File: config.mk
export PLATFORM = sky130hd
export DESIGN_NAME = fetch_stage
export DESIGN_NICKNAME = d
export VERILOG_FILES = /design/src/rtl/fetch_stage.sv
export SDC_FILE = /design/constraint.sdc
export NUM_CORES = 1
export LEC_CHECK = 0
export CAP_MARGIN = 25
export CORE_ASPECT_RATIO = 0.8
export CORE_MARGIN = 3
export CORE_UTILIZATION = 30
export CTS_CLUSTER_DIAMETER = 80
export DETAILED_ROUTE_END_ITERATION = 8
export GPL_TIMING_DRIVEN = 0
export PLACE_DENSITY = 0.49
export SLEW_MARGIN = 10
export SYNTH_ARGS = -nofsm -noshare
export SYNTH_HDL_FRONTEND = slang
export SYNTH_SLANG_ARGS = --single-unit
File: constraint.sdc
create_clock -name clk -period 5.2 [get_ports clk]
set_input_delay 1.04 -clock clk [delete_from_list [all_inputs] [get_ports clk]]
set_output_delay 1.04 -clock clk [all_outputs]
set_load 0.1 [all_outputs]
File: src/rtl/fetch_stage.sv
// Instruction-fetch stage and IF/ID pipeline register: PC sequencing, imem req/ack
// handshake, one-entry skid buffer for stalls, and redirect with stale-response dropping.
module fetch_stage #(
  parameter logic [31:0] RESET_PC = 32'h0000_0000
) (
  input  logic        clk,
  input  logic        rst,
  input  logic        stall,
  input  logic        br_taken,
  input  logic        jump,
  input  logic [31:0] redir_pc4,
  input  logic [31:0] br_off,
  input  logic [25:0] jump_idx,
  output logic        imem_req,
  output logic [31:0] imem_addr,
  input  logic        imem_ack,
  input  logic [31:0] imem_rdata,
  output logic [31:0] if_instr,
  output logic [31:0] if_pc4,
  output logic        if_valid
);

  typedef enum logic [1:0] {IDLE, FETCH, HOLD, DROP} state_t;

  state_t      state_q;
  logic [31:0] pc_q, req_addr_q;
  logic [31:0] buf_instr_q, buf_pc4_q;
  logic [31:0] if_instr_q, if_pc4_q;
  logic        if_valid_q, imem_req_q;

  logic        redirect;
  logic [31:0] target, seq_pc;

  always_comb begin
    redirect = jump | br_taken;
    target   = jump ? {redir_pc4[31:28], jump_idx, 2'b00}
                    : redir_pc4 + {br_off[29:0], 2'b00};
    seq_pc   = req_addr_q + 32'd4;
  end

  always_ff @(posedge clk) begin
    if (rst) begin
      state_q     <= IDLE;
      pc_q        <= RESET_PC;
      req_addr_q  <= RESET_PC;
      imem_req_q  <= 1'b0;
      buf_instr_q <= '0;
      buf_pc4_q   <= '0;
      if_instr_q  <= '0;
      if_pc4_q    <= '0;
      if_valid_q  <= 1'b0;
    end else begin
      case (state_q)
        IDLE: begin
          req_addr_q <= pc_q;
          imem_req_q <= 1'b1;
          state_q    <= FETCH;
        end
        FETCH: begin
          if (redirect) begin
            // Without an ack the old address must stay on the bus until its response drains.
            pc_q       <= target;
            if_valid_q <= 1'b0;
            if (imem_ack) req_addr_q <= target;
            else          state_q    <= DROP;
          end else if (imem_ack && stall) begin
            buf_instr_q <= imem_rdata;
            buf_pc4_q   <= seq_pc;
            pc_q        <= seq_pc;
            imem_req_q  <= 1'b0;
            state_q     <= HOLD;
          end else if (imem_ack) begin
            if_instr_q <= imem_rdata;
            if_pc4_q   <= seq_pc;
            if_valid_q <= 1'b1;
            pc_q       <= seq_pc;
            req_addr_q <= seq_pc;
          end else if (!stall) begin
            if_valid_q <= 1'b0;
          end
        end
        HOLD: begin
          if (redirect) begin
            pc_q       <= target;
            req_addr_q <= target;
            if_valid_q <= 1'b0;
            imem_req_q <= 1'b1;
            state_q    <= FETCH;
          end else if (!stall) begin
            if_instr_q <= buf_instr_q;
            if_pc4_q   <= buf_pc4_q;
            if_valid_q <= 1'b1;
            req_addr_q <= pc_q;
            imem_req_q <= 1'b1;
            state_q    <= FETCH;
          end
        end
        DROP: begin
          // A redirect coinciding with the stale ack goes straight to the new target.
          if (imem_ack) begin
            pc_q       <= redirect ? target : pc_q;
            req_addr_q <= redirect ? target : pc_q;
            state_q    <= FETCH;
          end else if (redirect) begin
            pc_q <= target;
          end
        end
        default: state_q <= IDLE;
      endcase
    end
  end

  assign imem_req  = imem_req_q;
  assign imem_addr = req_addr_q;
  assign if_instr  = if_instr_q;
  assign if_pc4    = if_pc4_q;
  assign if_valid  = if_valid_q;

endmodule

# Word-level counts from Yosys, hierarchy flattened
# Index checks and enable logic that the tools add are counted.
classes:
  add_sub_neg: 2
  n_eq_ne: 18
  muxes: 41
  bitwise: 2
  n_reduce_logical: 13
op_table:
  columns: ["op", "n"]
  rows:
  - ["2-to-1 mux 32 bit", 19]
  - ["one-hot mux 32 bit (2 select lines)", 3]
  - ["one-hot mux 32 bit (4 select lines)", 1]
  - ["adder 32 x 3 -> 32 bit (second input constant)", 1]
  - ["adder 32 bit", 1]
  - ["!= test 3 bit (second input constant)", 6]
  - ["!= test 2 bit (second input constant)", 7]
  - ["2-to-1 mux 2 bit", 6]
  - ["AND reduction 4 bit", 3]
  - ["2-to-1 mux 1 bit", 9]
  - ["!= test 4 bit (second input constant)", 2]
  - ["one-hot mux 2 bit (4 select lines)", 1]
  - ["AND reduction 6 bit", 1]
  - ["AND reduction 5 bit", 1]
  - ["== test 2 bit (second input constant)", 2]
  - ["nonzero test 2 bit", 2]
  - ["one-hot mux 1 bit (3 select lines)", 1]
  - ["AND reduction 3 bit", 1]
  - ["nonzero test 3 bit", 1]
  - ["== test 2 x 1 -> 1 bit (second input constant)", 1]
  - ["logical NOT 2 bit", 1]
  - ["one-hot mux 1 bit (2 select lines)", 1]
  - ["AND reduction 2 bit", 1]
  - ["OR reduction 2 bit", 1]
  - ["3 further kinds", 3]
word_totals:
  regBits: 196
  inputBits: 128
  output_inout_bits: 98
  word_cells: 85

# Logic depth before layout (Yosys ltp)
# Gate-level depths: netlist (run 1).
depth:
  ltp_word: 5
  depth_mapped: 13
  mapped_depth_nobuf: 13

# Worst setup path before layout (run 1)
# No wires, ideal clock.
synth_path:
  path_type: "in2reg"
  from: "in redir_pc4[2]"
  to: "reg req_addr_q[16] (netlist: imem_addr[16])"
  setup_ns: 0.121
  arrival_ns: 3.356
  required_ns: 5.079
  setup_slack_ns: 1.723
  stages: 13
  path_buffers: 0
  cell_sequence: "ha_1 inv_1 fa_1 nor2b_1 o21a_1 o21a_1 o41a_1 a41o_1 a31oi_4 xnor2_1 a222oi_1 o22a_1 o21ai_1"
synth_via:
  elab_chain_len: 5
  elab_cells_between_ends: 8
  classes_between: "1 x add/sub; 7 x mux"
synth_rtl:
  columns: ["element", "line_no", "source"]
  rows:
  - ["start: declaration", "11", "input logic [31:0] redir_pc4,"]
  - ["adder 32 bit (*)", "37", ": redir_pc4 + {br_off[29:0], 2'b00};"]
  - ["2-to-1 mux 32 bit (*)", "36", "target = jump ? {redir_pc4[31:28], jump_idx, 2'b00}"]
  - ["2-to-1 mux 32 bit, on equally long branches", null, null]
  - ["2-to-1 mux 32 bit, on equally long branches", "100, 60", null]
  - ["one-hot mux 32 bit (4 select lines) (*)", "53", "case (state_q)"]
  - ["end signal: assignment", "55", "req_addr_q <= pc_q;"]
  - ["end signal: assignment", "64", "if (imem_ack) req_addr_q <= target;"]
  - ["end signal: assignment", "102", "req_addr_q <= redirect ? target : pc_q;"]
  - ["end: declaration", "26", "logic [31:0] pc_q, req_addr_q;"]
# Every way passes the cells marked *; elsewhere a longest branch is shown, timed or not. The select of a mux whose other input is x is not followed.
# A chain may end at the register's enable or synchronous reset.

# Worst setup path after layout (run 1)
layout_path:
  from: "in br_taken"
  to: "reg req_addr_q[4] (netlist: imem_addr[4])"
layout_via:
  elab_chain_len: 4
  elab_cells_between_ends: 10
  classes_between: "3 x eq/ne; 5 x mux; 1 x bitwise; 1 x reduce/logical"
layout_rtl:
  columns: ["element", "line_no", "source"]
  rows:
  - ["start: declaration", "9", "input logic br_taken,"]
  - ["bitwise OR 1 bit (*)", "35", "redirect = jump | br_taken;"]
  - ["2-to-1 mux 32 bit", null, null]
  - ["2-to-1 mux 32 bit", "100", "if (imem_ack) begin"]
  - ["one-hot mux 32 bit (4 select lines)", "53", null]
# Marked as above.

==> out/qor.txt, run 1 <==
Status -> finished clean
GRT Max-Usage Layer -> met2
Synth Area in Compound Gates -> 0.283
Adder-cell share of the synthesized area -> 0.0405
Crit Path Max Fanout -> 10
Logic pwr share -> 0.294
Post-synthesis sequential area ratio -> 0.357
Mean area per synthesized cell -> 7.53 sq um
Xor and xnor fraction of the mapped netlist area -> 0.0414
Synth-to-Final Area Change -> 31.4%
All-Layer GR Usage -> 0.240
Setup WS post-layout -> 905 ps
Initial Util -> 0.305
Final Setup Violations -> 0
Final Critical Period -> 4290 ps
Initial antenna violation count -> 2
Clk pwr share -> 0.327
CTS H-tree lvls -> 4
Worst-margin pin slew -> 1080 ps
Crit share post-route -> 0.826
Reg2reg path depth -> 9
Largest family of logic cells by synthesized area -> compound AO/OA/AOI/OAI gates
Met1 Use GR -> 0.343
GR Layer Usage met2 -> 0.355
Fin. Hold Viols -> 0
Worst Setup End Kind -> register
Placer Congestion -> 0.923
Port Buf Inserts -> 222
DIE AREA -> 0.0390 sq mm
CTS tree -> yes
Synth area leaders -> dfxtp_1, nand2_1, a21oi_1
Synth unique cells -> 66
DIE HEIGHT -> 177 um
Residual DRC -> 0
Place WS -> 458 ps
Pwr dens -> 304 mW/mm^2
Post-synth EDFFs -> 0
Slew headroom -> 0.277
CP Launch Type -> input pin
Int Power -> 2790 uW
Mux share of post-synthesis cell area -> 0.0375
Synth area leader -> dfxtp_1
Synth Warn # -> 0
Number of register bits inferred by synthesis -> 196
Clock Sinks -> 196
Unrepaired setup endpoints after global routing -> no
Die W -> 220 um
Ys flop type -> dfxtp_1
Max clock buf depth -> 2
Final nets -> 1865
Inserted Clock Buffers -> 17
Clk root buf -> clkbuf_16
Starting DRC count in detailed routing -> 1092
Final Slew Violations -> 0
Worst Hold End -> if_pc4[29]
Via-to-Cell Ratio -> 5.43
Number of global-route vias before repair -> 11.4k
Peak supply drop -> 0.205 mV
Vias post-DR -> 11.9k
Floorplan core area -> 0.0360 sq mm
Clock skew -> 13.5 ps
Most numerous cell in the Yosys netlist -> nand2_1
Post-CTS Hold Fix Bufs -> 0
# resized after CTS -> 0
Post-synth top area share -> 0.357
Num ports -> 226
Asr flop ratio synth -> 0
Simple-gate share of the synthesized area -> 0.196
# Post-CTS Setup Buffers -> 0
Gr ovfl total -> 0
Pre-Repair DR Iteration Count -> 5
Total wire length -> 47100 um
Switching part of the total -> 0.364
Worst hold start -> if_pc4[29]
Fill cells -> 3784
Clock latency on the worst-skew pair -> 470 ps
First-pass GRT wire length -> 70500 um
FP Rows -> 62
Reg2reg end -> imem_addr[24]
Share of cells above drive strength 1 -> 0.0268
Fmax -> 233 MHz
Routed Antenna Nets -> 0
Met3 Usage GRT -> 0.0609
Final setup TNS -> 0 ps
Crit path DAT -> 4620 ps
Required @ worst endpoint -> 5520 ps
CP Class -> in2reg
Largest net degree at the start of global routing -> 17
Detail Placement HPWL -> 36300 um
Sequential share of power -> 0.379
Syn Nets -> 1622
WHS Path Cells -> 2
LEAKAGE -> 0.00493 uW
WL/cell -> 21.5 um
Post-Synthesis Cells -> 1459
Mapped Area -> 0.0110 sq mm
Hold Path Class -> reg2reg
Setup slack, reg-to-reg -> 1610 ps
Clock slew at reported path FFs -> 70 ps
# Max-Cap Violations -> 0
Post-synth top cells -> nand2_1, dfxtp_1, a21oi_1
Reg2reg start -> state_q[0]
Switching power -> 1600 uW
-- critical path, cell delays in order --
cell and delay [ps]:
clkdlybuf4s50_1 590, nor2_1 830, nand2_1 240, nand2_1 120, nand2_1 70, nand2_1 150
clkbuf_1 540, clkbuf_1 660, a21oi_1 140, a21oi_1 160, nor2_1 60
-- stage by stage --
stage | instances | hold slack, ps | total power, uW | instance area, sq um | util
after floorplan | 1459 | 428 | 2490 | 11000 | -
after global placement | 2161 | 435 | 2960 | 13800 | 0.384
after detailed placement | 2163 | 444 | 2960 | 13800 | 0.384
after CTS | 2195 | 455 | 4400 | 14400 | 0.401
after global routing | 2196 | 471 | 4560 | 14400 | 0.401
final | 2196 | 453 | 4390 | 14400 | 0.401
-- final cells by class --
cell class	instances	area [sq um]	share of cell area
clock buffer	19	433	0.0300
timing repair buffer	224	2240	0.155
sequential	196	3920	0.272
antenna	1	2.50	0.000173
tap	480	601	0.0416
clock inverter	13	183	0.0126
buffer	109	419	0.0290
inverter	21	78.8	0.00546
multi-input combinational	1133	6570	0.455
-- power groups by stage --
stage	logic, uW	clock network, uW	registers, uW
6_report	1290	1440	1660
3_5_place_dp	1270	0	1690
2_1_floorplan	553	0	1940
3_3_place_gp	1270	0	1690
4_1_cts	1280	1460	1660
5_1_grt	1370	1510	1670
-- worst max path at each step --
stage / startpoint / end / slack, ps / depth (start not counted)
CTS: br_taken / imem_addr[4] / 950 / 11
global placement: br_taken / if_instr[19] / 360 / 7
floorplan: redir_pc4[2] / imem_addr[16] / 1720 / 13
global route: br_taken / imem_addr[4] / 760 / 11
finish: br_taken / imem_addr[4] / 910 / 11
detailed placement: br_taken / imem_addr[11] / 460 / 11
-- layout by cell type, fill, tap and decap left out, types with 21 or more instances in the layout --
master / count
mux2i_1: 40
nand2_1: 245
nand3_1: 26
nor2_1: 147
ha_1: 34
xor2_1: 25
a211oi_1: 79
a21oi_1: 166
o21ai_0: 123
a21o_1: 21
xnor2_1: 27
clkbuf_1: 99
clkdlybuf4s50_1: 222
dfxtp_1: 196
-- logic make-up after synthesis --
| family | count (synthesis) |
|---|---|
| AND/OR/NAND/NOR | 504 |
| AO/OA/AOI/OAI | 501 |
| flip-flops | 196 |
| buffers and inverters | 130 |
| XOR/XNOR | 52 |
| multiplexers | 41 |
| adder cells (fa/ha/maj) | 35 |
-- routing by layer --
layer,vias up,share of wire
met5,-,0.00066
met4,2,0.023
met3,62,0.080
met2,470,0.43
met1,5707,0.47
li1,5683,-
-- sequential cells by signal, summed over array words and instances (netlist names) --
signal,cells
buf_instr_q,32
buf_pc4_q,32
if_instr,32
if_pc4,32
if_valid,1
imem_addr,32
imem_req,1
pc_q,32
state_q,2
Note: power is estimated with default switching activity, not from simulation.
==> run 2, diff against run 1 <==
- clock period: 5.2 -> 4.1 ns (I/O delays scaled with it)
==> out/qor.txt, run 2 (synthesis results as in run 1) <==
Status -> finished clean (unchanged)
Fmax -> 255 MHz
# Post-CTS Setup Buffers -> 0 (unchanged)
Required @ worst endpoint -> 4420 ps (was 5520 ps)
Switching power -> 2030 uW (was 1600 uW)
Detail Placement HPWL -> 36300 um (unchanged)
Total wire length -> 47100 um (about the same)
Final Setup Violations -> 0 (unchanged)
Floorplan core area -> 0.0360 sq mm (unchanged)
Pre-Repair DR Iteration Count -> 6 (was 5)
Post-route non-filler standard cell count -> 2196 (unchanged)
Via-to-Cell Ratio -> 5.43 (about the same)
Largest net degree at the start of global routing -> 17 (unchanged)
Hold Path Class -> reg2reg (unchanged)
Crit share post-route -> 0.957
Clock Sinks -> 196 (unchanged)
Initial antenna violation count -> 2 (unchanged)
Reg2reg path depth -> 9 (unchanged)
# resized after CTS -> 0 (unchanged)
CTS H-tree lvls -> 4 (unchanged)
Most used cells in the layout excluding fill and tap cells -> nand2_1, clkdlybuf4s50_1, dfxtp_1 (unchanged)
Worst hold start -> if_pc4[29] (unchanged)
Fin. Hold Viols -> 0 (unchanged)
Logic pwr share -> 0.294 (about the same)
Clock latency on the worst-skew pair -> 470 ps (about the same)
Post-route cell area -> 0.0144 sq mm (about the same)
Pwr dens -> 385 mW/mm^2 (was 304 mW/mm^2)
Post-CTS Hold Fix Bufs -> 0 (unchanged)
Clock skew -> 15.2 ps (was 13.5 ps)
Reg2reg start -> state_q[0] (unchanged)
Inserted Clock Buffers -> 17 (unchanged)
First-pass GRT wire length -> 70500 um (unchanged)
Port Buf Inserts -> 222 (unchanged)
Worst Hold End -> if_pc4[29] (unchanged)
Final nets -> 1865 (unchanged)
Switching part of the total -> 0.364 (about the same)
Share of cells above drive strength 1 -> 0.0274 (was 0.0268)
Clk root buf -> clkbuf_16 (unchanged)
# Max-Cap Violations -> 0 (unchanged)
Routed Antenna Nets -> 0 (unchanged)
DIE HEIGHT -> 177 um (unchanged)
Max clock buf depth -> 2 (unchanged)
CTS tree -> yes (unchanged)
Worst Setup End Kind -> register (unchanged)
Unrepaired setup endpoints after global routing -> no (unchanged)
Crit path DAT -> 4240 ps (was 4620 ps)
Starting DRC count in detailed routing -> 1084 (was 1092)
Number of global-route vias before repair -> 11.4k (unchanged)
Clock slew at reported path FFs -> 70 ps (about the same)
Dpl cell area -> 0.0138 sq mm (unchanged)
Fill cells -> 3784 (unchanged)
Sequential share of power -> 0.379 (about the same)
CP Class -> in2reg (unchanged)
Num ports -> 226 (unchanged)
Final Critical Period -> 3920 ps
Final Slew Violations -> 0 (unchanged)
WHS Path Cells -> 2 (unchanged)
DIE AREA -> 0.0390 sq mm (unchanged)
Setup slack, reg-to-reg -> 510 ps (was 1610 ps)
FP Rows -> 62 (unchanged)
Int Power -> 3540 uW (was 2790 uW)
Initial Util -> 0.305 (unchanged)
Placer Congestion -> 0.923 (unchanged)
Multi-input gate area -> 0.00657 sq mm (about the same)
Crit Path Max Fanout -> 10 (unchanged)
Peak supply drop -> 0.259 mV (was 0.205 mV)
Reg2reg end -> imem_addr[24] (unchanged)
LEAKAGE -> 0.00493 uW (about the same)
WL/cell -> 21.5 um (about the same)
FF+latch area -> 0.00392 sq mm (unchanged)
Slew headroom -> 0.276 (was 0.277)
Dpl cells -> 2163 (unchanged)
Most common cell after layout, fill and taps aside -> nand2_1 (unchanged)
Vias post-DR -> 11.9k (about the same)
Synth-to-Final Area Change -> 31.5% (was 31.4%)
Clk pwr share -> 0.327 (about the same)
All-Layer GR Usage -> 0.240 (unchanged)
Gr ovfl total -> 0 (unchanged)
Worst-margin pin slew -> 1080 ps (about the same)
Residual DRC -> 0 (unchanged)
CP Launch Type -> input pin (unchanged)
Die W -> 220 um (unchanged)
run 2: cell count changes in the layout (fill, tap and decap cells not counted):
cell	change
nor2_1	-1
nor2_2	+1
run 2: worst max path at each step:
stage,slack [ps],to,start
3_5_place_dp,-420,imem_addr[11],br_taken
4_1_cts,70,imem_addr[4],br_taken
2_1_floorplan,840,imem_addr[16],redir_pc4[2]
6_report,180,if_instr[15],br_taken
5_1_grt,40,if_instr[13],br_taken
3_3_place_gp,-520,if_instr[19],br_taken
run 2: layout make-up:
cell class / instances / area share
flip-flops and latches: 196 / 0.272
repair buffers: 224 / 0.155
inverters: 21 / 0.00546
clock inverters: 13 / 0.0126
plain buffers: 109 / 0.0290
well taps: 480 / 0.0416
diodes: 1 / 0.000173
clock buffers: 19 / 0.0300
multi-input cells: 1133 / 0.455
run 2: power groups by stage:
stage	combinational (uW)	clock, uW	sequential [uW]
3_5_place_dp	1610	0	2150
4_1_cts	1620	1850	2110
2_1_floorplan	701	0	2460
3_3_place_gp	1610	0	2150
6_report	1640	1820	2110
5_1_grt	1740	1920	2120
run 2: stage by stage:
stage	worst slack, ps	setup TNS (ps)	hold WS [ps]	utilization	total power, uW
after floorplan	843	0	428	-	3160
after global placement	-524	-26860	435	0.384	3760
after detailed placement	-422	-16720	444	0.384	3760
after CTS	72.2	0	455	0.401	5570
after global routing	35.6	0	471	0.401	5790
final	178	0	453	0.401	5570
run 2: per-layer routing:
metal	global-route usage	vias up	routed length (um)
li1	-	5688	-
met1	0.343	5746	22100
met2	0.355	431	20400
met3	0.0609	60	3620
met4	0.0695	0	979
met5	0	-	0
run 2: critical path, cell delays in order:
cell,delay (ps)
clkdlybuf4s50_1,600
clkinv_1,310
nand2_1,420
nor3_1,660
buf_4,260
clkbuf_1,460
buf_1,520
a211oi_1,160
